`src/rtl/muldiv_sequencer.sv`:
```
// Multi-cycle sequencer for the shared shift-add multiplier and HiLo pair.
// Optional DIVU sequencing is enabled by defining the DIVU_EN macro.
module muldiv_sequencer #(
  parameter int CYCLES = 32,
  parameter int CNT_W  = 6
) (
  input  logic             clk,
  input  logic             reset,
  input  logic [5:0]       funct,
  input  logic             valid,
  output logic             stall,
  output logic             busy,
  output logic             unit_reset,
  output logic             unit_en,
  output logic             hilo_we,
  output logic [5:0]       op_out,
  output logic             div_sel,
  output logic [CNT_W-1:0] count
);

  localparam logic [5:0] MULTU     = 6'b011001;
  localparam logic [5:0] MFHI      = 6'b010000;
  localparam logic [5:0] MFLO      = 6'b010010;
  localparam logic [5:0] HILO_OPEN = 6'b111111;
  localparam logic [CNT_W-1:0] LAST = CNT_W'(CYCLES - 1);

  typedef enum logic [1:0] {IDLE, CLEAR, RUN, WRITE} state_t;

  state_t state, state_nxt;
  logic   seq_op;

`ifdef DIVU_EN
  localparam logic [5:0] DIVU = 6'b011011;
  assign seq_op = (funct == MULTU) || (funct == DIVU);

  always_ff @(posedge clk or posedge reset) begin
    if (reset)
      div_sel <= 1'b0;
    else if (state == IDLE && valid && seq_op)
      div_sel <= (funct == DIVU);
    else if (state == WRITE)
      div_sel <= 1'b0;
  end
`else
  assign seq_op  = (funct == MULTU);
  assign div_sel = 1'b0;
`endif

  always_ff @(posedge clk or posedge reset) begin
    if (reset) begin
      state <= IDLE;
      count <= '0;
    end else begin
      state <= state_nxt;
      if (state == RUN && count != LAST)
        count <= count + 1'b1;
      else
        count <= '0;
    end
  end

  always_comb begin
    state_nxt  = state;
    stall      = 1'b0;
    unit_reset = 1'b0;
    unit_en    = 1'b0;
    hilo_we    = 1'b0;
    op_out     = valid ? funct : 6'b000000;
    case (state)
      IDLE: if (valid && seq_op) state_nxt = CLEAR;
      CLEAR: begin
        unit_reset = 1'b1;
        stall      = valid && (seq_op || funct == MFHI || funct == MFLO);
        state_nxt  = RUN;
      end
      RUN: begin
        unit_en = 1'b1;
        stall   = valid && (seq_op || funct == MFHI || funct == MFLO);
        if (count == LAST) state_nxt = WRITE;
      end
      WRITE: begin
        // op_out is taken by the HiLo write, so every valid op must wait
        hilo_we   = 1'b1;
        op_out    = HILO_OPEN;
        stall     = valid;
        state_nxt = IDLE;
      end
      default: state_nxt = IDLE;
    endcase
  end

  assign busy = (state != IDLE);

endmodule

```
`config.mk`:
```
export PLATFORM = sky130hd
export DESIGN_NAME = muldiv_sequencer
export DESIGN_NICKNAME = d
export VERILOG_FILES = /design/src/rtl/muldiv_sequencer.sv
export SDC_FILE = /design/constraint.sdc
export NUM_CORES = 1
export LEC_CHECK = 0
export BUFFER_PORTS_ARGS = -buffer_cell sky130_fd_sc_hd__clkbuf_2
export CORE_AREA = 8 8 47 49
export DETAILED_ROUTE_END_ITERATION = 16
export DIE_AREA = 0 0 55 57
export GPL_TIMING_DRIVEN = 0
export MAX_ROUTING_LAYER = met4
export PLACE_DENSITY = 0.71
export SYNTH_ARGS = -nofsm -noshare
export SYNTH_HDL_FRONTEND = slang
export SYNTH_SLANG_ARGS = --single-unit
```
`constraint.sdc`:
```
create_clock -name clk -period 1.4 [get_ports clk]
set_input_delay 0.14 -clock clk [delete_from_list [all_inputs] [get_ports clk]]
set_output_delay 0.14 -clock clk [all_outputs]
set_load 0.005 [all_outputs]
```
Word level (Yosys, flattened, before mapping)
Cells that the tools add are included.

storage, ports and cells
  bits in registers = 8
  bits in latches = 0
  memory bits (writable) = 0
  memory bits (read-only) = 0
  memories = 0

operators by class
  add/sub/neg operators = 1
  multiply operators = 0
  div/mod/pow operators = 0
  order comparisons = 0
  equal/unequal tests = 10
  shift operators = 0
  multiplexer cells = 10
  bitwise operators = 0
  reductions and logical operators = 9

operator list
  cell                                                                    number
  6-bit by 5-bit equality test with 1-bit output (second input constant)  4
  6-bit 2-to-1 mux                                                        3
  2-bit one-hot mux with 4 select lines                                   1
  6-bit by 1-bit adder with 6-bit output (second input constant)          1
  6-bit by 5-bit != test with 1-bit output (second input constant)        1
  2-bit equality test (second input constant)                             2
  2-bit 2-to-1 mux                                                        2
  1-bit logical AND                                                       3
  1-bit 2-to-1 mux                                                        3
  2-bit by 1-bit equality test with 1-bit output (second input constant)  1
  2-bit logical NOT                                                       1
  1-bit logical OR                                                        2
  2-bit by 1-bit != test with 1-bit output (second input constant)        1
  2-bit != test (second input constant)                                   1
  1-bit one-hot mux with 2 select lines                                   1
  2-bit AND reduction                                                     1
  2-bit nonzero test                                                      1
  2-bit OR reduction                                                      1

Longest topological paths before layout
  word-level depth = 5
  gate-level depth with buffers = 5
  mapped depth without buffers = 5

Worst setup path after synthesis
No wires, ideal clock.

  kind = register to register
  from = register count[0]
  to = register state[1]
  arrival = 1.393 ns
  required time = 1.272 ns
  path slack = -0.120 ns
  stages on the path, launching flop included = 6
  buffers on the path = 0
  period minus slack after synthesis = 1.520 ns
  cell sequence = dfrtp_1 ha_1 nand3_2 o21ai_4 a21boi_2 mux2_1

between the ends
  word-level cells in the longest chain between the ends = 3

RTL lines
  element                                             RTL line  source
  from (decl)                                         18        output logic [CNT_W-1:0] count
  from (signal assigned)                              56        count <= count + 1'b1;
  6-bit by 5-bit equality test with 1-bit output      79        if (count == LAST) state_nxt = WRITE;
  2-bit by 1-bit != test with 1-bit output (no line)  n/a
  2-bit AND reduction (no line)                       n/a
  to (signal assigned)                                54        state <= state_nxt;
  to (decl)                                           29        state_t state, state_nxt;

Every way passes these cells.
A chain may end at the register's enable or synchronous reset.

Worst setup path after layout
  from = register state[1]
  to = output stall

between the ends
  word-level cells in the longest chain between the ends = 3
  elaborated cells on any way between the ends = 5
  classes of those cells = 3 x eq/ne; 1 x mux; 1 x reduce/logical

RTL lines
  element                                                                                       RTL line  source
  2-bit equality test / 2-bit by 1-bit equality test with 1-bit output (equally long branches)  69        case (state)
  2-bit OR reduction (no line)                                                                  n/a
  1-bit one-hot mux with 2 select lines *                                                       69
  to (decl)                                                                                     11        output logic stall,

Every way passes the cells marked *; elsewhere a longest branch is shown, timed or not.

==> key figures <==
STA
  – Fmax: 655 MHz
  – Worst setup margin: -0.127 ns
  – Fin Setup TNS: -0.202 ns
  – Clock Skews: about 0.0031 ns
  – Tcrit/Tclk final: 109%
  – Final hold vios: 0
  – Min cycle time layout: ~1.5 ns
  – Max Slew Vio Count: 0
  – Final setup fails: 2
  – RSZ-0062 raised after global routing: yes

Route
  – 1st-iter DRT viols: 4
  – Avg WL per Cell: around 12 um
  – Drt total wl: about 1300 um
  – Via Count: about 490
  – Drt drc: 0
  – 1st-pass router iterations: 2
  – Post-DRT Antenna Nets: 0
  – Via/cell ratio: roughly 4.8

Critical path
  – CP Class: register to output port
  – Critical Path RT: 1.26 ns
  – Startpoint Class: register
  – Worst-path fanout max: 4
  – Worst Setup End Kind: output port
  – Worst r2r src: count[1]$_DFF_PP0_
  – Critical Path Start: state[1]$_DFFE_PP0P_
  – Slowest cell on the critical path: dfrtp_1
  – CP arrival: ~1.4 ns
  – CP cell instances: inv_2, ha_4, a31oi_1, nor3b_1, buf_2
  – Slowest cell delay on critical path: 0.39 ns

Synth
  – Synth Cell Area: around 530 um2
  – Largest family of logic cells by synthesized area: compound AO/OA/AOI/OAI gates
  – Share of synthesized cell area in and, or, nand and nor gates: 16.7%
  – Ys Warns: 0
  – Synth Instances: 53
  – Syn nets: between 60 and 70
  – Seq/Total Area, Yosys: between 30% and 40%
  – Post-synthesis mux area share: approximately 2.1%
  – Avg Inst Size Synth: approximately 9.9 um2
  – Synth Area in Compound Gates: approximately 18%
  – Synth Area in Adders: a little under an eighth
  – Synth Area in XOR/XNOR: around 6.7%
  – Post-synthesis cell type count: 23
  – Post-synth top area share: between 30% and 40%
  – Area contributors post-synth: dfrtp_1 38%, ha_1 12%, a21o_1 10%, nor2_1 4.3%, inv_1 3.6%
  – #FFs+latches synth: 8
  – Top cell type by total area after synthesis: dfrtp_1

Floorplan
  – Initial Util: between 30% and 40%
  – I/O pin cnt: 27
  – Chip height: 57 um
  – Full die area: 3140 um2
  – Row count: 15
  – Core Footprint: 1580 um2
  – Die X: approximately 55 um

Final layout
  – Most frequent cells in the layout: 23 x clkbuf_2, 8 x dfrtp_1, 7 x a21o_1, 6 x nor2_1, 5 x buf_4
  – Most common cell after layout, fill and taps aside: clkbuf_2
  – Total Nets Final: 101
  – Post-Layout Inst Area: between 700 and 800 um2
  – Layout cell share with drive strength beyond 1: between 40% and 50%
  – Area Growth Syn to Fin: 46.9%
  – Utilization after layout: between 40 and 50%
  – Ant. Diodes: 0

Placement
  – Port Buffer Count: 24
  – Post-detail-place hpwl: 1030 um
  – Gpl congestion: around 0.75
  – Worst slack at placement: -0.204 ns
  – Post-DP Area: 669 um2

Clocking
  – Clk_lat worst skew: 0.24 ns
  – CTS buffer count: 3
  – Clock transition at path regs: 0.05 ns
  – CTS tree: done
  – Deepest level of the CTS H-tree: 1
  – CTS sink count: 8
  – Clock tree buffer depth: 2
  – Root buffer cell: clkbuf_4

Power and ir drop
  – Peak VDD IR: between 800 and 900 uV
  – Final Power: 1.28 mW
  – Leakage: 0.432 nW
  – PD cells: 1650 nW/um2

Global routing
  – GR Util All Layers: 8.65%
  – GRT overflow: 0
  – First-pass GRT wire length: approximately 2100 um
  – Initial antenna violation count: 0
  – Number of global-route vias before repair: roughly 500
  – Largest net degree at the start of global routing: 9

Hold path
  – Class of the worst hold path: primary input to async pin

Outcome
  – Status: finished, violations left
  – Violated checks: negative setup slack

Run
  – Max Cap Violations: 0
[kinds of logic after synthesis]
kind of cell,after synthesis
flip-flops,8
other,1
AND/OR/NAND/NOR,16
buffers and inverters,7
multiplexers,1
XOR/XNOR,4
AO/OA/AOI/OAI,11
adder cells (fa/ha/maj),5
[power by group]
group	internal (mW)	switching (mW)
Clock	0.0974	0.0686
Sequential	0.287	0.0614
Combinational	0.420	0.341
Total	0.805	0.471
[metal layers]
metal	GRT usage, %	vias up	share of wire [%]
li1	-	238	-
met1	9.83	225	38
met2	14.3	24	46
met3	1.82	0	16
met4	3.09	0	0
met5	-	-	0
[path summary, 6_finish.rpt]
path | depth (start not counted) | end | slack [ns]
max | 5 | stall | -0.13
min | 3 | state[1]$_DFFE_PP0P_ | 0.36
max reg2reg | 5 | state[1]$_DFFE_PP0P_ | -0.07
min reg2reg | 1 | state[0]$_DFFE_PP0P_ | 0.57
max in group asynchronous | 3 | state[0]$_DFFE_PP0P_ | 0.81
min in group clk | 4 | state[0]$_DFFE_PP0P_ | 0.44
[timing repair]
item	4_1_cts	5_1_grt
endpoints found under the hold margin	8	0
setup endpoints to repair	2	3
hold buffers	1	0
pin swaps	4	1
resized for setup	7	1
buffers inserted	4	0
[synth_stat cells]
cell type  n
nor3b_1    2
nand3_2    1
nor2b_1    1
xor2_1     2
a31oi_1    1
a21o_1     7
o21ai_4    1
conb_1     1
nand2b_1   1
nand3_1    1
clkbuf_1   1
buf_4      1
inv_1      5
a21boi_2   1
nor2_1     6
nand2_1    1
dfrtp_1    8
mux2_1     1
o22a_1     1
and2_1     2
ha_1       5
nand4_1    1
xnor2_1    2
[per-stage QoR]
| step | hold slack (ns) | cells |
|---|---|---|
| finish | 0.363 | 102 |
| global placement | 0.0775 | 94 |
| detailed placement | 0.0773 | 94 |
| global route | 0.424 | 102 |
| CTS | 0.373 | 102 |
| floorplan | -0.0443 | 53 |
[worst max-delay path, delay by kind of cell, from the launching register on]
kind	cells	cell delay [ns]
simple gates	1	0.20
compound gates	1	0.06
fa+ha+maj	1	0.26
flops	1	0.39
buf+inv	2	0.22
[final cells by class]
class / instances / area (um2)
Buffer: 2 / 11.3
Clock buffer: 3 / 22.5
Fill cell: 171 / 805
Inverter: 5 / 18.8
Multi-Input combinational cell: 38 / 338
Sequential cell: 8 / 200
Tap cell: 17 / 21.3
Timing Repair Buffer: 29 / 160
[state kept, by name (all words and copies together), names as in the netlist]
name and count:
state 2, count 6
Power figures use the tool's default switching activity.
